`src/rtl/wb_serial_master.sv`:
```
// Byte-stream to Wishbone bridge: decodes 'W'/'R' command frames from an rx byte
// stream, runs one classic 32-bit Wishbone cycle, and returns the result on tx.
module wb_serial_master #(
  parameter int unsigned timeout_cycles = 1023
) (
  input  logic        clk,
  input  logic        reset_n,
  input  logic [7:0]  rx_data,
  input  logic        rx_valid,
  output logic        rx_ready,
  output logic [7:0]  tx_data,
  output logic        tx_valid,
  input  logic        tx_ready,
  output logic [31:0] wb_adr_o,
  output logic [31:0] wb_dat_o,
  input  logic [31:0] wb_dat_i,
  output logic [3:0]  wb_sel_o,
  output logic        wb_we_o,
  output logic        wb_cyc_o,
  output logic        wb_stb_o,
  input  logic        wb_ack_i,
  input  logic        wb_err_i,
  output logic        busy
);

  localparam int unsigned CntW = 16;
  localparam logic [CntW-1:0] CntLast = CntW'(timeout_cycles - 1);
  localparam logic [7:0] CmdWrite = 8'h57;
  localparam logic [7:0] CmdRead  = 8'h52;
  localparam logic [7:0] RespOk   = 8'h4B;
  localparam logic [7:0] RespErr  = 8'h45;

  typedef enum logic [2:0] {
    IDLE = 3'd0,
    ADDR = 3'd1,
    DATA = 3'd2,
    BUS  = 3'd3,
    RESP = 3'd4
  } state_e;

  state_e           state_q;
  logic [1:0]       bcnt_q;
  logic [1:0]       idx_q;
  logic [CntW-1:0]  tmo_q;
  logic             we_q;
  logic             err_q;
  logic [31:0]      rdata_q;
  logic             rx_fire;
  logic             tx_fire;

  assign rx_fire = rx_valid && rx_ready;
  assign tx_fire = tx_valid && tx_ready;

  // Read response bytes go out MSB first, indexed 0..3.
  function automatic logic [7:0] rd_byte(input logic [31:0] d, input logic [1:0] i);
    case (i)
      2'd0: rd_byte = d[31:24];
      2'd1: rd_byte = d[23:16];
      2'd2: rd_byte = d[15:8];
      default: rd_byte = d[7:0];
    endcase
  endfunction

  always_ff @(posedge clk) begin
    if (!reset_n) begin
      state_q  <= IDLE;
      bcnt_q   <= 2'd0;
      idx_q    <= 2'd0;
      tmo_q    <= '0;
      we_q     <= 1'b0;
      err_q    <= 1'b0;
      rdata_q  <= '0;
      rx_ready <= 1'b0;
      tx_valid <= 1'b0;
      tx_data  <= '0;
      wb_adr_o <= '0;
      wb_dat_o <= '0;
      wb_sel_o <= '0;
      wb_we_o  <= 1'b0;
      wb_cyc_o <= 1'b0;
      wb_stb_o <= 1'b0;
      busy     <= 1'b0;
    end else begin
      case (state_q)
        IDLE: begin
          rx_ready <= 1'b1;
          bcnt_q   <= 2'd0;
          if (rx_fire && (rx_data == CmdWrite || rx_data == CmdRead)) begin
            we_q    <= (rx_data == CmdWrite);
            state_q <= ADDR;
            busy    <= 1'b1;
          end
        end
        ADDR: begin
          if (rx_fire) begin
            wb_adr_o <= {wb_adr_o[23:0], rx_data};
            bcnt_q   <= bcnt_q + 2'd1;
            if (bcnt_q == 2'd3) begin
              if (we_q) begin
                state_q <= DATA;
              end else begin
                state_q  <= BUS;
                rx_ready <= 1'b0;
                tmo_q    <= '0;
                wb_cyc_o <= 1'b1;
                wb_stb_o <= 1'b1;
                wb_sel_o <= 4'hF;
                wb_we_o  <= 1'b0;
              end
            end
          end
        end
        DATA: begin
          if (rx_fire) begin
            wb_dat_o <= {wb_dat_o[23:0], rx_data};
            bcnt_q   <= bcnt_q + 2'd1;
            if (bcnt_q == 2'd3) begin
              state_q  <= BUS;
              rx_ready <= 1'b0;
              tmo_q    <= '0;
              wb_cyc_o <= 1'b1;
              wb_stb_o <= 1'b1;
              wb_sel_o <= 4'hF;
              wb_we_o  <= 1'b1;
            end
          end
        end
        BUS: begin
          // err beats ack, and either beats an expiring timeout
          if (wb_err_i || wb_ack_i || tmo_q == CntLast) begin
            wb_cyc_o <= 1'b0;
            wb_stb_o <= 1'b0;
            wb_sel_o <= 4'h0;
            wb_we_o  <= 1'b0;
            tx_valid <= 1'b1;
            idx_q    <= 2'd0;
            state_q  <= RESP;
            if (wb_err_i || !wb_ack_i) begin
              err_q   <= 1'b1;
              tx_data <= RespErr;
            end else begin
              err_q <= 1'b0;
              if (we_q) begin
                tx_data <= RespOk;
              end else begin
                rdata_q <= wb_dat_i;
                tx_data <= wb_dat_i[31:24];
              end
            end
          end else begin
            tmo_q <= tmo_q + 16'd1;
          end
        end
        RESP: begin
          if (tx_fire) begin
            if (err_q || we_q || idx_q == 2'd3) begin
              tx_valid <= 1'b0;
              rx_ready <= 1'b1;
              busy     <= 1'b0;
              state_q  <= IDLE;
            end else begin
              idx_q   <= idx_q + 2'd1;
              tx_data <= rd_byte(rdata_q, idx_q + 2'd1);
            end
          end
        end
        default: state_q <= IDLE;
      endcase
    end
  end

endmodule

```
`config.mk`:
```
export PLATFORM = sky130hd
export DESIGN_NAME = wb_serial_master
export DESIGN_NICKNAME = d
export VERILOG_FILES = /design/src/rtl/wb_serial_master.sv
export SDC_FILE = /design/constraint.sdc
export NUM_CORES = 1
export LEC_CHECK = 0
export CORE_ASPECT_RATIO = 0.7
export CORE_MARGIN = 4
export CORE_UTILIZATION = 50
export DETAILED_ROUTE_END_ITERATION = 10
export GPL_TIMING_DRIVEN = 0
export PLACE_DENSITY_LB_ADDON = 0.15
export SYNTH_ARGS = -nofsm -noshare
export SYNTH_HDL_FRONTEND = slang
export SYNTH_SLANG_ARGS = --single-unit
```
`constraint.sdc`:
```
create_clock -name clk -period 2.1 [get_ports clk]
set_clock_uncertainty 0.05 [all_clocks]
set_input_delay 0.63 -clock clk [delete_from_list [all_inputs] [get_ports clk]]
set_output_delay 0.63 -clock clk [all_outputs]
set_load 0.1 [all_outputs]
```
[Word level (Yosys, flattened, before mapping)]
Index checks and enable logic that the tools add are counted.
Cells by class
  add/subtract/negate cells: 3
  eq/ne operators: 23
  bitwise gates (word level): 2
  reductions and logical operators: 31
  multiplexer cells: 60
Operators by type and width (number)
  $mux 16: 6
  $pmux 16 s3: 1
  $mux 8: 5
  $mux 3: 8
  $mux 4: 6
  $pmux 8 s3: 1
  $ne 2x2->1 const B: 11
  $mux 1: 19
  $add 16x1->16 const B: 1
  $eq 16x10->1 const B: 1
  $eq 8x7->1 const B: 2
  $pmux 8 s2: 1
  $reduce_and 4->1: 4
  $reduce_and 8->1: 2
  $pmux 3 s5: 1
  $reduce_and 7->1: 2
  $pmux 4 s3: 1
  $reduce_and 2->1: 5
  $mux 2: 4
  $pmux 2 s2: 2
  $eq 2x2->1 const B: 3
  $eq 3x2->1 const B: 2
  $logic_or 1x1->1: 6
  $pmux 1 s3: 2
  16 further kinds: 23
Storage, ports and cells
  register bits after elaboration: 138
  output and inout bits: 82
  input port bits: 46
  word-level logic and storage cells: 135

[Longest topological paths before layout]
Gate-level depths: netlist (run 1).
  word-level depth: 6
  gate-level depth with buffers: 9
  depth with buffers taken out: 7

[Least setup slack after synthesis (run 1)]
Ideal clock, no wire load.
  path kind: flip-flop to flip-flop
  from: register rx_ready
  to: register wb_adr_o[10]
  data required time: 1.980 ns
  stages on the path, launching flop included: 8
  library setup time: 0.070 ns
  clock period less this slack: 2.392 ns
  arrival: 2.272 ns
  setup slack: -0.292 ns
  path buffers: 2
  cells stage by stage: dfxtp_1 -> nand2_1 -> nor2_1 -> and3_1 -> clkbuf_1 -> clkbuf_1 -> nand2_1 -> a21oi_1
Between the ends
  longest elaborated chain between the ends: 2
Ends and longest elaborated chain
  start, declared: RTL line 10  | output logic rx_ready,
  start signal, assigned: RTL line 73  | rx_ready <= 1'b0;
  start signal, assigned: RTL line 86  | rx_ready <= 1'b1;
  start signal, assigned: RTL line 103  | rx_ready <= 1'b0;
  $logic_and 1x1->1: RTL line 51  | assign rx_fire = rx_valid && rx_ready;
  $reduce_and 2->1 (no line)
  end signal, assigned: RTL line 96  | wb_adr_o <= {wb_adr_o[23:0], rx_data};
  end, declared: RTL line 14  | output logic [31:0] wb_adr_o,
Every way passes these cells.
A chain may end at the register's enable or synchronous reset.

[Worst setup path in the final report (run 1)]
  from: register wb_dat_o[10]
  to: output wb_dat_o[10]
RTL lines
  start, declared: RTL line 15  | output logic [31:0] wb_dat_o,
  start signal, assigned: RTL line 115  | wb_dat_o <= {wb_dat_o[23:0], rx_data};
No word-level cell between the ends.

==> impl_metrics.json, run 1 <==
{
  "worst_pin_slew_ns": 0.633,
  "hold_end": "busy",
  "p_leak_nw": 2.78,
  "synth.top_cells.by_area": "dfxtp_1, nand2_1, a21oi_1, clkbuf_1, mux2i_1",
  "grt_start_max_net_pins": 17,
  "rsz0062_at_grt": "yes",
  "yosys.area.top_type": "dfxtp_1",
  "via_count": 5807,
  "drcViolationCount": 0,
  "diodes": 0,
  "synth-seq-area-share": 0.465,
  "ff2ff_path_depth": 9,
  "hold-worst-slack_ns": 0.402,
  "antenna_found_initial": 0,
  "drive_gt1_frac": 0.201,
  "syn_nets": 778,
  "crit_buf_inv": 1,
  "fp.coreArea_mm2": 0.0111,
  "drv_cap": 0,
  "synthCells": 724,
  "r2r_start": "tmo_q[0]",
  "ctsLongestPathBuffers": 2,
  "worstSetupPathType": "register to primary output",
  "cts_root_buf": "clkbuf_16",
  "die_x_um": 136,
  "worstReg2RegEnd": "tx_data[1]",
  "use_met2": 0.406,
  "dr.pass1.iters": 6,
  "yosysWarningCount": 0,
  "hold_viol_final": 0,
  "die_h_um": 97.9,
  "critical_path_arrival_ns": 1.39,
  "slew_violations": 0,
  "place_congestion": 0.888,
  "slowest_delay_ns": 0.58,
  "status": "finished, final reports clean",
  "cts_made_buffers": 17,
  "syn2layout_area_growth_pct": 39.2,
  "crit_family": "buffers and inverters",
  "synth_area_mm2": 0.00577,
  "drt_iter0_drc": 453,
  "hpwl_um": 12300,
  "synthDistinctLibCells": 61,
  "busiest_layer": "met2",
  "synth_top_cell_area_share": 0.465,
  "use_met1": 0.356,
  "relSlewSlack": 0.578,
  "postRouteAntennaNets": 0,
  "synthArstFlopShare": 0,
  "nets": 926,
  "grt_pass1_vias": 5612,
  "fin_crit_sh": 0.987,
  "wl_um": 17200,
  "min_period_ns": 2.07,
  "power_density_mw_per_mm2": 814,
  "clock_latency_ns": 0.41,
  "worstPathRequired_ns": 1.42,
  "worstHoldPathCells": 2,
  "cts_htree_levels": 4,
  "io-pin-count": 128,
  "syn_area_per_cell_um2": 7.97,
  "via_per_inst": 5.59,
  "fin_tns_setup_ns": 0,
  "crit_path_end_kind": "primary output",
  "synthFlopType": "dfxtp_1",
  "synth_enable_flop_cells": 0,
  "die-area_mm2": 0.0134,
  "wire_per_inst_um": 16.5,
  "cp_slowest_cell": "clkdlybuf4s15_2",
  "ys_seq_elements": 134,
  "gr-usage-met3": 0.0484,
  "fmax_mhz": 482,
  "start_util": 0.519,
  "r2r_slack_ns": 0.07,
  "io_buffers": 127,
  "critPathMaxFanout": 3,
  "tritoncts": "built",
  "track_usage": 0.257,
  "ir_drop_mv": 0.648,
  "hp-start": "busy",
  "finalSetupViolCount": 0,
  "grt_overflow": 0,
  "finalPower_mw": 6.54,
  "row_count": 32,
  "grt_pass1_wl_um": 27900,
  "clkSinkCount": 134,
  "start_kind": "register",
  "cts.clk_slew.worst_paths_ns": 0.06,
  "worst_hold_path_type": "register to register",
  "path_cells": "clkdlybuf4s15_2"
}
==> worst reg2reg max path, stage by stage (launching register included) <==
cell and delay [ns]:
dfxtp_2 0.37, inv_1 0.05, ha_1 0.20, nor4b_4 0.14, a41oi_4 0.26, a21oi_2 0.13
buf_6 0.16, a31oi_1 0.18, buf_6 0.20, mux2i_1 0.21
==> final cells by class <==
| cell class | instances | area [um2] |
|---|---|---|
| Clock inverter | 13 | 170 |
| Multi-Input combinational cell | 523 | 2840 |
| Buffer | 53 | 285 |
| Sequential cell | 134 | 2690 |
| Inverter | 11 | 41.3 |
| Tap cell | 153 | 191 |
| Fill cell | 890 | 3100 |
| Timing Repair Buffer | 132 | 1380 |
| Clock buffer | 19 | 433 |
==> power by group <==
part	leakage (nW)	internal, mW	switching (mW)
registers	1.08	2.59	0.0440
logic	1.42	0.274	0.580
clock network	0.285	1.88	1.17
==> state kept, by name, summed over array words and instances (netlist names) <==
| signal | flops |
|---|---|
| bcnt_q | 2 |
| busy | 1 |
| err_q | 1 |
| idx_q | 2 |
| rdata_q | 32 |
| rx_ready | 1 |
| state_q | 3 |
| tmo_q | 16 |
| tx_data | 8 |
| tx_valid | 1 |
| wb_adr_o | 32 |
| wb_dat_o | 32 |
| wb_sel_o | 1 |
| wb_we_o | 1 |
| we_q | 1 |
==> cells in the final DEF (no fill, tap or decap), drive strengths merged, types with 4 or more instances in the layout <==
master,instances
or4,8
nor2,25
mux2i,12
clkdlybuf4s15,77
nand2,225
buf,28
a21oi,115
o21ai,21
dfxtp,134
inv,15
clkbuf,54
a311oi,4
nand4,4
o21a,6
a222oi,8
ha,8
clkdlybuf4s50,42
a31oi,8
nor2b,6
nand3,9
o211ai,7
==> layer usage <==
metal | routed length [um] | up-vias | share of wire
li1 | - | 2806 | -
met1 | 7620 | 2749 | 0.44
met2 | 8060 | 222 | 0.47
met3 | 1200 | 30 | 0.070
met4 | 277 | 0 | 0.016
met5 | 0 | - | 0
==> worst max-delay path by stage <==
stage,start,endpoint,cells past startpoint
after global placement,rx_valid,tmo_q[10],7
after global routing,state_q[0],state_q[1],6
after floorplan,rx_ready,wb_adr_o[10],7
after CTS,reset_n,rdata_q[31],5
after detailed placement,rx_valid,tmo_q[10],7
final,wb_dat_o[10],wb_dat_o[10],1
==> cell families (layout without fill, tap and decap cells) <==
kind of cell    after synthesis  after routing  synth area share
flops                       134            134             0.465
xor+xnor                      2              2           0.00304
buf+inv                      67            228            0.0533
compound gates              194            194             0.206
simple gates                307            307             0.234
fa+ha+maj                     8              8            0.0173
mux                          12             12            0.0208
==> cells in the mapped netlist (2+ instances only) <==
cell type    n
a21oi_1    114
nor2b_1      6
nand4_1      4
buf_6        3
inv_1       11
nor3_1       3
ha_1         8
o211ai_1     7
a22o_1       3
buf_4        6
o21a_1       6
a311oi_1     4
nor2_1      25
clkbuf_1    38
nand3_1      9
nand3b_1     2
o221a_2      2
nand2_1    224
a222oi_1     8
nand2b_1     3
nor4_1       2
and2_1       3
or3_1        2
dfxtp_1    134
buf_2        9
or4_1        8
a31oi_1      8
and3_1       2
or3b_1       2
mux2i_1     12
o311ai_0     3
o31ai_1      3
o21ai_0     21
o2111ai_1    2
==> through the flow <==
stage,setup WS [ns],util,std cells,cell area (um2)
2_1_floorplan,0.0836,-,724,5770
3_3_place_gp,-0.594,0.650,1004,7240
3_5_place_dp,-0.623,0.650,1004,7240
4_1_cts,0.00165,0.717,1040,7980
5_1_grt,-0.00958,0.722,1038,8030
6_report,0.0270,0.722,1038,8030
==> timing repair <==
item | in CTS | in global routing
hold buffers | 0 | 0
pin swaps | 1 | 3
setup endpoints to repair | 178 | 98
resized for setup | 274 | 34
buffers inserted | 4 | 1
Note: power is estimated with default switching activity, not from simulation.
==> run 2, diff against run 1 <==
--- a/config.mk
+++ b/config.mk
@@ -9,8 +9,9 @@
 export CORE_MARGIN = 4
 export CORE_UTILIZATION = 50
 export DETAILED_ROUTE_END_ITERATION = 10
-export GPL_TIMING_DRIVEN = 0
 export PLACE_DENSITY_LB_ADDON = 0.15
+export REMOVE_ABC_BUFFERS = 1
+export SETUP_SLACK_MARGIN = 0.5
 export SYNTH_ARGS = -nofsm -noshare
 export SYNTH_HDL_FRONTEND = slang
 export SYNTH_SLANG_ARGS = --single-unit
==> run 2 against run 1 <==
Net effect: the flow now finishes with violations (setup timing); fmax decreased by 5.0%; core utilization rose by 22 points; combinational power increased by 38%; global-route usage is 6.9 points higher; worst setup slack worse by 0.11 ns.
==> impl_metrics.json, run 2 (synthesized netlist as in run 1, its figures left out) <==
{
  "crit_family": "simple AND/OR/NAND/NOR gates",
  "die_h_um": 97.9,
  "rsz0062_at_grt": "yes",
  "fmax_mhz": 459,
  "start_kind": "register",
  "layout_setup_ws_ns": -0.0810,
  "hold-worst-slack_ns": 0.427,
  "hpwl_um": 11800,
  "worstSetupPathType": "register to register",
  "path_cells": "nand4_1, nor4_2, buf_4, o2111ai_2, or4_1, o21ai_1",
  "die-area_mm2": 0.0134,
  "relSlewSlack": 0.590,
  "cts_made_buffers": 17,
  "dr.pass1.iters": 6,
  "layout_common_cells": "nand2_1, buf_4, buf_12",
  "worst_hold_path_type": "register to register",
  "violations": "setup timing",
  "antenna_found_initial": 0,
  "tritoncts": "built",
  "status": "finished, violations left",
  "slowest_delay_ns": 0.59,
  "track_usage": 0.327,
  "critPathMaxFanout": 8,
  "worst_pin_slew_ns": 0.611,
  "postRouteAntennaNets": 0,
  "cts.clk_slew.worst_paths_ns": 0.06,
  "drv_cap": 0,
  "via_per_inst": 6.63,
  "min_period_ns": 2.18,
  "finalPower_mw": 6.72,
  "start_util": 0.519,
  "syn2layout_area_growth_pct": 81.7,
  "fin_crit_sh": 1.04,
  "fp.coreArea_mm2": 0.0111,
  "grt_start_max_net_pins": 68,
  "drcViolationCount": 0,
  "slew_violations": 0,
  "grt_pass1_wl_um": 34600,
  "drt_iter0_drc": 1169,
  "crit_buf_inv": 1,
  "row_count": 32,
  "hold_viol_final": 0,
  "wire_per_inst_um": 25.4,
  "ctsLongestPathBuffers": 2,
  "cts_htree_levels": 4,
  "ir_drop_mv": 0.771,
  "utilization": 0.942,
  "wl_um": 28700,
  "clock_latency_ns": 0.43,
  "cts_root_buf": "clkbuf_16",
  "nets": 1021,
  "critical_path_arrival_ns": 2.48,
  "clkSinkCount": 134,
  "io-pin-count": 128,
  "grt_pass1_vias": 6614,
  "power_density_mw_per_mm2": 640,
  "grt_overflow": 0,
  "io_buffers": 127,
  "diodes": 0,
  "reg_top3": "rdata_q (32), wb_adr_o (32), wb_dat_o (32)",
  "crit_path_end_kind": "register",
  "finalSetupViolCount": 1,
  "drive_gt1_frac": 0.474,
  "die_x_um": 136,
  "cp_slowest_cell": "or4_1",
  "p_leak_nw": 4.03,
  "worstPathRequired_ns": 2.40,
  "pre_cts_ws_ns": -0.410,
  "via_count": 7509,
  "mostFrequentLayoutCell": "nand2_1",
  "fin_tns_setup_ns": -0.0810,
  "place_congestion": 0.859
}
-- run 2: changes by cell type in the layout (fill, tap and decap cells not counted), sizes merged --
cell	delta
dlygate4sd2	+4
clkbuf	-32
clkinv	+3
buf	+204
bufinv	-2
nand2	+1
bufbuf	+1
clkinvlp	+3
clkdlybuf4s15	-75
clkdlybuf4s50	-9
inv	-4
-- run 2: area by class of cell --
cell class	instances	area [um2]
repair buffers	279	3570
multi-input cells	524	3280
flip-flops and latches	134	2870
fillers	318	642
clock buffers	18	439
well taps	153	191
clock inverters	13	109
inverters	11	42.5
-- run 2: final timing paths --
check,from,endpoint,slack (ns),depth (start not counted)
min,rdata_q[7],rdata_q[7],0.43,2
min reg2reg,rdata_q[7],rdata_q[7],0.43,2
max,tmo_q[2],tmo_q[14],-0.08,6
max reg2reg,tmo_q[2],tmo_q[14],-0.08,6
-- run 2: routing by layer --
metal | up-vias | track usage | share of wire
li1 | 3001 | - | -
met1 | 3470 | 0.380 | 0.34
met2 | 760 | 0.562 | 0.47
met3 | 278 | 0.0896 | 0.11
met4 | 0 | 0.143 | 0.084
met5 | - | 0 | 0
-- run 2: timing repair --
| action | 4_1_cts | 5_1_grt |
|---|---|---|
| buffers inserted | 67 | 25 |
| gates cloned | 5 | 3 |
| endpoints found under the hold margin | 0 | 0 |
| setup endpoints to repair | 215 | 216 |
| resized for setup | 181 | 127 |
| pin swaps | 40 | 48 |
| hold buffers | 0 | 0 |
-- run 2: stage by stage --
stage | area (um2) | cells
after floorplan | 5510 | 668
after global placement | 8280 | 1001
after detailed placement | 8280 | 1001
after CTS | 9810 | 1104
after global routing | 10500 | 1132
final | 10500 | 1132
-- run 2: tightest hold or removal path: stages, from the launching register on --
cell,delay (ns)
dfxtp_1,0.32
nand2_1,0.06
a21oi_1,0.06
-- run 2: where the power goes --
group | switching [mW] | leakage (nW) | internal, mW
combinational | 0.709 | 2.64 | 0.473
sequential | 0.0911 | 1.14 | 2.57
clock | 1.23 | 0.256 | 1.64
total | 2.03 | 4.03 | 4.69
